[src/rtl/dpe_pkg.sv]
// dpe_pkg: shared definitions for the DPE stream blocks.
//   DPE_DATA_W / DPE_KEEP_W : DPE beat width and lane count
//   dpe_tuser_t             : per-beat sideband carried with tuser
//   ser_state_e             : byte serializer control states
package dpe_pkg;
  localparam int DPE_DATA_W = 128;
  localparam int DPE_KEEP_W = 16;

  typedef struct packed {
    logic       bypass_all;
    logic       bypass_stage;
    logic [2:0] src;
    logic [2:0] dst;
  } dpe_tuser_t;

  typedef enum logic [1:0] {IDLE, SEND, DROP} ser_state_e;
endpackage

[src/rtl/dpe_keep_penc.sv]
// dpe_keep_penc: combinational lowest-set-bit encoder for a lane mask.
//   mask     in  W          lane mask
//   idx      out clog2(W)   index of lowest set bit (0 when mask is empty)
//   any      out 1          mask has at least one bit set
//   last_one out 1          exactly one bit set
module dpe_keep_penc import dpe_pkg::*; #(
  parameter int W  = DPE_KEEP_W,
  parameter int IW = $clog2(W)
) (
  input  logic [W-1:0]  mask,
  output logic [IW-1:0] idx,
  output logic          any,
  output logic          last_one
);
  // Scan downward so the lowest set bit is the final assignment.
  always_comb begin
    idx = '0;
    for (int i = W - 1; i >= 0; i--)
      if (mask[i]) idx = IW'(i);
  end

  assign any      = |mask;
  // Clearing the lowest set bit leaves zero only for a single-bit mask.
  assign last_one = any && ((mask & (mask - 1'b1)) == '0);
endmodule

[src/rtl/dpe_tx_byte_serializer.sv]
// dpe_tx_byte_serializer: DPE AXI-Stream sink that holds one beat and emits
// its valid lanes one byte per cycle, lowest lane first, toward a MAC.
// Optional build macro: DPE_TX_SER_STATS_EN adds packet/byte/drop counters.
//   clk, rst                 clock, synchronous active-high reset
//   s_t*                     DPE beat input (valid/ready, data, last, keep,
//                            tuser fields, tid)
//   m_tvalid/m_tready        byte output handshake
//   m_tdata, m_tlast         byte and end-of-packet marker
//   m_src, m_tid             sideband latched at start of packet
//   err_zero_last            pulse: tlast beat carried an empty keep mask
//   drop_pkt                 pulse: packet addressed to another port
//   stat_clr, stat_*         (stats build only) counter clear and counters
module dpe_tx_byte_serializer import dpe_pkg::*; #(
  parameter int         KEEP_W  = DPE_KEEP_W,
  parameter logic [2:0] PORT_ID = 3'd0
) (
  input  logic                  clk,
  input  logic                  rst,
  input  logic                  s_tvalid,
  output logic                  s_tready,
  input  logic [8*KEEP_W-1:0]   s_tdata,
  input  logic                  s_tlast,
  input  logic [KEEP_W-1:0]     s_tkeep,
  input  logic                  s_tuser_bypass_all,
  input  logic                  s_tuser_bypass_stage,
  input  logic [2:0]            s_tuser_src,
  input  logic [2:0]            s_tuser_dst,
  input  logic [7:0]            s_tid,
  output logic                  m_tvalid,
  input  logic                  m_tready,
  output logic [7:0]            m_tdata,
  output logic                  m_tlast,
  output logic [2:0]            m_src,
  output logic [7:0]            m_tid,
  output logic                  err_zero_last,
  output logic                  drop_pkt
`ifdef DPE_TX_SER_STATS_EN
  ,
  input  logic                  stat_clr,
  output logic [31:0]           stat_pkts,
  output logic [31:0]           stat_bytes,
  output logic [15:0]           stat_drops
`endif
);
  localparam int IW = $clog2(KEEP_W);

  ser_state_e               state_q, state_d;
  logic [KEEP_W-1:0][7:0]   data_q, data_d;
  logic [KEEP_W-1:0]        rem_q, rem_d;
  logic                     last_q, last_d;
  logic                     sop_q, sop_d;
  logic                     drop_q, drop_d, err_q, err_d;
  logic [2:0]               src_q;
  logic [7:0]               tid_q;
  logic [IW-1:0]            idx;
  logic                     any, last_one;
  logic                     s_fire, m_fire;
  dpe_tuser_t               tuser;

  assign tuser = '{bypass_all:   s_tuser_bypass_all,
                   bypass_stage: s_tuser_bypass_stage,
                   src:          s_tuser_src,
                   dst:          s_tuser_dst};

  dpe_keep_penc #(.W(KEEP_W)) u_penc (
    .mask     (rem_q),
    .idx      (idx),
    .any      (any),
    .last_one (last_one)
  );

  // Bypass flags have no role in this sink.
  logic unused;
  assign unused = &{1'b0, any, tuser.bypass_all, tuser.bypass_stage};

  assign m_tvalid = (state_q == SEND);
  assign m_fire   = m_tvalid && m_tready;
  // Take the next beat in the same cycle the final byte of the held beat
  // leaves, so consecutive beats stream without a bubble.
  assign s_tready = !rst && (state_q == IDLE || state_q == DROP ||
                             (state_q == SEND && last_one && m_tready));
  assign s_fire   = s_tvalid && s_tready;

  assign m_tdata       = m_tvalid ? data_q[idx] : 8'h00;
  assign m_tlast       = m_tvalid && last_q && last_one;
  assign m_src         = src_q;
  assign m_tid         = tid_q;
  assign err_zero_last = err_q;
  assign drop_pkt      = drop_q;

  always_comb begin
    state_d = state_q;
    data_d  = data_q;
    rem_d   = rem_q;
    last_d  = last_q;
    sop_d   = sop_q;
    drop_d  = 1'b0;
    err_d   = 1'b0;
    if (m_fire) begin
      rem_d = rem_q & (rem_q - 1'b1);
      if (last_one) state_d = IDLE;
    end
    if (s_fire) begin
      sop_d = s_tlast;
      if (sop_q && tuser.dst != PORT_ID) begin
        drop_d  = 1'b1;
        state_d = s_tlast ? IDLE : DROP;
      end else if (state_q == DROP) begin
        if (s_tlast) state_d = IDLE;
      end else if (s_tkeep == '0) begin
        // An empty tlast beat still emits lane 0 so the MAC frame closes.
        // An empty non-last beat emits nothing; state_d is already IDLE.
        if (s_tlast) begin
          err_d   = 1'b1;
          data_d  = s_tdata;
          rem_d   = KEEP_W'(1);
          last_d  = 1'b1;
          state_d = SEND;
        end
      end else begin
        data_d  = s_tdata;
        rem_d   = s_tkeep;
        last_d  = s_tlast;
        state_d = SEND;
      end
    end
  end

  always_ff @(posedge clk) begin
    if (rst) begin
      state_q <= IDLE;
      data_q  <= '0;
      rem_q   <= '0;
      last_q  <= 1'b0;
      sop_q   <= 1'b1;
      drop_q  <= 1'b0;
      err_q   <= 1'b0;
      src_q   <= '0;
      tid_q   <= '0;
    end else begin
      state_q <= state_d;
      data_q  <= data_d;
      rem_q   <= rem_d;
      last_q  <= last_d;
      sop_q   <= sop_d;
      drop_q  <= drop_d;
      err_q   <= err_d;
      if (s_fire && sop_q) begin
        src_q <= tuser.src;
        tid_q <= s_tid;
      end
    end
  end

`ifdef DPE_TX_SER_STATS_EN
  // Clear dominates any increment in the same cycle.
  always_ff @(posedge clk) begin
    if (rst || stat_clr) begin
      stat_pkts  <= '0;
      stat_bytes <= '0;
      stat_drops <= '0;
    end else begin
      if (m_fire)            stat_bytes <= stat_bytes + 32'd1;
      if (m_fire && m_tlast) stat_pkts  <= stat_pkts + 32'd1;
      if (drop_q)            stat_drops <= stat_drops + 16'd1;
    end
  end
`endif
endmodule
[config.mk]
export PLATFORM = sky130hd
export DESIGN_NAME = dpe_tx_byte_serializer
export DESIGN_NICKNAME = d
export VERILOG_FILES = /design/src/rtl/dpe_pkg.sv /design/src/rtl/dpe_keep_penc.sv /design/src/rtl/dpe_tx_byte_serializer.sv
export SDC_FILE = /design/constraint.sdc
export NUM_CORES = 1
export LEC_CHECK = 0
export ABC_AREA = 1
export BUFFER_PORTS_ARGS = -buffer_cell sky130_fd_sc_hd__buf_2
export CAP_MARGIN = 20
export CELL_PAD_IN_SITES_DETAIL_PLACEMENT = 1
export CELL_PAD_IN_SITES_GLOBAL_PLACEMENT = 2
export CORE_MARGIN = 2
export CORE_UTILIZATION = 29
export DETAILED_ROUTE_END_ITERATION = 16
export GPL_TIMING_DRIVEN = 0
export PLACE_DENSITY = 0.92
export SLEW_MARGIN = 20
export SYNTH_ARGS = -nofsm -noshare
export SYNTH_HDL_FRONTEND = slang
export SYNTH_SLANG_ARGS = --single-unit
[constraint.sdc]
create_clock -name clk -period 3.45 [get_ports clk]
set_clock_uncertainty 0.2 [all_clocks]
set_input_delay 0.69 -clock clk [delete_from_list [all_inputs] [get_ports clk]]
set_output_delay 0.69 -clock clk [all_outputs]
set_load 0.02 [all_outputs]
==> results.yml <==
outcome:
  outcome: "finished, violations left"
  violations: "setup timing"
clock_tree:
  clk_pin_slew_ns: 0.06
  clk_latency_ns: 0.44
  htreeDepth: 4
  cts.sinks: 161
  root_buffer: "clkbuf_16"
  cts_tree: "yes"
  cts_buffer_depth: 2
  hold_buffers: 0
  cts_buffers: 17
synth:
  synth_seq_cells: 161
  synth-edff-count: 0
  synth_area_um2: 7780
  yosysSeqAreaShare_pct: 41.4
  synth-main-ff-cell: "dfxtp_1"
  ys_warn_count: 0
  syn_nets: 1323
  ys_types: 33
  async_flop_share_pct: 0
  syn_avg_cell_area_um2: 6.72
  syn_inst: 1158
power:
  leakage_nw: 4.45
  p_per_area_nw_per_um2: 522
  vdd.ir_drop.worst_v: 0.000313
sta:
  finalSetupViolCount: 9
  slew_violations: 0
  fmax_mhz: 272
  tightest_slew_ns: 0.881
  finalCriticalPeriod_ns: 3.68
  fin_ws_ns: -0.229
  hold_viol: 0
  slew_headroom_pct: 41.2
  rsz0062_at_grt: "true"
  finalCritPeriodShare_pct: 107
  hold_ws_ns: 0.263
critical_path:
  worstPathArrival_ns: 2.79
  critical-path-max-stage-delay_ns: 0.34
  cpMostUsedCell: "nand2_1"
  crit_fanout: 5
  cp_slowest_cell: "dfxtp_2"
  crit_required_ns: 2.56
  end_kind: "output pin"
  cp_top_family: "simple AND/OR/NAND/NOR gates"
  crit_path_start_kind: "flop"
  worst-path-buf-inv: 4
  worstSetupPathType: "flop to output pin"
place:
  io_buffers: 186
  dp_hpwl_um: 24900
  place_inst: 1679
  place.gp.congestion: 0.919
  dpl_cell_area_um2: 9130
  dp_slack_ns: -0.519
floorplan:
  core_um2: 26200
  die_h_um: 168
  die_w_um: 168
  initial_core_util_pct: 29.7
  ios: 189
  rows: 59
  design.die.area_um2: 28200
final_layout:
  drive_gt1_share_pct: 32.6
  nNetsFinal: 1556
  stdcell_count: 1739
  final_area_um2: 11100
  mostFrequentLayoutCell: "nand2_1"
  antenna_cells: 0
  areaGrowthSynthToFinish_pct: 42.7
  final_cell_mix: "nand2_1 (245), nand3_1 (234), buf_2 (198), a21oi_1 (165), dfxtp_1 (157)"
global_routing:
  grt_pass1_vias: 9127
  antenna_found_initial: 0
  grtUsageTotal_pct: 23.7
  gr-total-overflow: 0
  grt_max_degree: 17
  grt_pass1_wl_um: 51300
detailed_routing:
  route.detailed.drc: 0
  wl_per_cell_um: 20.7
  vias_per_cell: 5.31
  drt_wl_total_um: 36000
  drt-initial-drc-count: 658
  dr.pass1.iters: 5
  postRouteAntennaNets: 0
  vias: 9235
flow_run:
  maxCapViolCount: 0
hold_path:
  worstHoldPathType: "flop to flop"
-- timing repair --
action | 4_1_cts | 5_1_grt
pin swaps | 18 | 51
resized for setup | 145 | 130
buffers inserted | 14 | 5
cloned | 6 | 5
setup endpoints to repair | 9 | 162
-- cell type report --
cell class	count	area (um^2)
fillers	3300	15100
multi-input cells	856	4590
flip-flops and latches	161	3230
repair buffers	215	1340
plain buffers	93	676
clock buffers	21	460
well taps	335	419
clock inverters	11	200
inverters	47	186
-- synth_stat cells (3+ instances only) --
master | instances | area [um^2]
inv_1 | 42 | 158
a211oi_1 | 3 | 22.5
dfxtp_1 | 161 | 3220
buf_2 | 19 | 95.1
nor3_1 | 5 | 25.0
nand3_1 | 300 | 1500
buf_1 | 7 | 26.3
buf_6 | 6 | 67.6
nor2_1 | 43 | 161
nand2_1 | 286 | 1070
clkbuf_1 | 58 | 218
buf_4 | 4 | 30.0
nor4_1 | 3 | 18.8
a21oi_1 | 178 | 891
o21ai_0 | 15 | 75.1
-- layer usage --
metal  up-vias  part of all wire [%]  GRT usage, %
met5         -                     0             0
li1       4376                     -             -
met1      4429                    44          30.6
met2       340                    47          39.4
met3        90                   6.1          5.01
met4         0                   3.7          8.24
-- registers in the layout, summed over array words and instances, names as in the netlist --
| signal | flops |
|---|---|
| m_tid | 8 |
| data_q | 128 |
| rem_q | 16 |
| last_q | 1 |
| m_src | 3 |
| drop_pkt | 1 |
| err_zero_last | 1 |
| sop_q | 1 |
| state_q | 2 |
-- final timing paths --
path	cells past startpoint	from	slack, ns	end
max	25	rem_q[14]$_SDFF_PP0_	-0.23	m_tdata[7]
min	2	m_tid[1]$_SDFFE_PP0P_	0.26	m_tid[1]$_SDFFE_PP0P_
max reg2reg	19	rem_q[2]$_SDFF_PP0_	0.11	data_q[119]$_SDFFE_PP0P_
min reg2reg	2	m_tid[1]$_SDFFE_PP0P_	0.26	m_tid[1]$_SDFFE_PP0P_
-- kinds of logic after synthesis --
family	synth area share (%)
AOI/OAI and AO/OA	13.7
buffers and inverters	7.91
DFF	41.4
and+or+nand+nor	37.0
-- metrics by stage --
| step | util, % | setup TNS (ns) | power, W |
|---|---|---|---|
| final | 42.4 | -1.61 | 0.00580 |
| after global routing | 42.4 | -3.86 | 0.00598 |
| after CTS | 40.1 | -1.33 | 0.00552 |
| after detailed placement | 34.9 | -33.52 | 0.00304 |
| after global placement | 34.9 | -30.56 | 0.00303 |
| after floorplan | - | 0 | 0.00262 |
-- worst reg2reg max path, stage by stage (launching register included) --
cell	delay [ns]
dfxtp_1	0.34
nor2_2	0.26
nand2_2	0.14
inv_2	0.08
nand2_1	0.08
clkinv_2	0.13
nand2_4	0.14
o21ai_1	0.11
nand3_1	0.12
a21oi_2	0.17
nand4_1	0.11
buf_4	0.18
nand2_2	0.08
nand3_2	0.15
clkinv_4	0.18
nand2_2	0.15
buf_6	0.23
buf_2	0.21
nand2_1	0.10
a21oi_1	0.07
-- where the power goes --
| part | switching [W] | internal [W] | leakage [nW] | total (W) |
|---|---|---|---|---|
| Clock | 0.000833 | 0.00133 | 0.315 | 0.00216 |
| Combinational | 0.00101 | 0.000657 | 2.83 | 0.00167 |
| Sequential | 0.0000467 | 0.00191 | 1.31 | 0.00196 |
(Power assumes the default switching activity.)
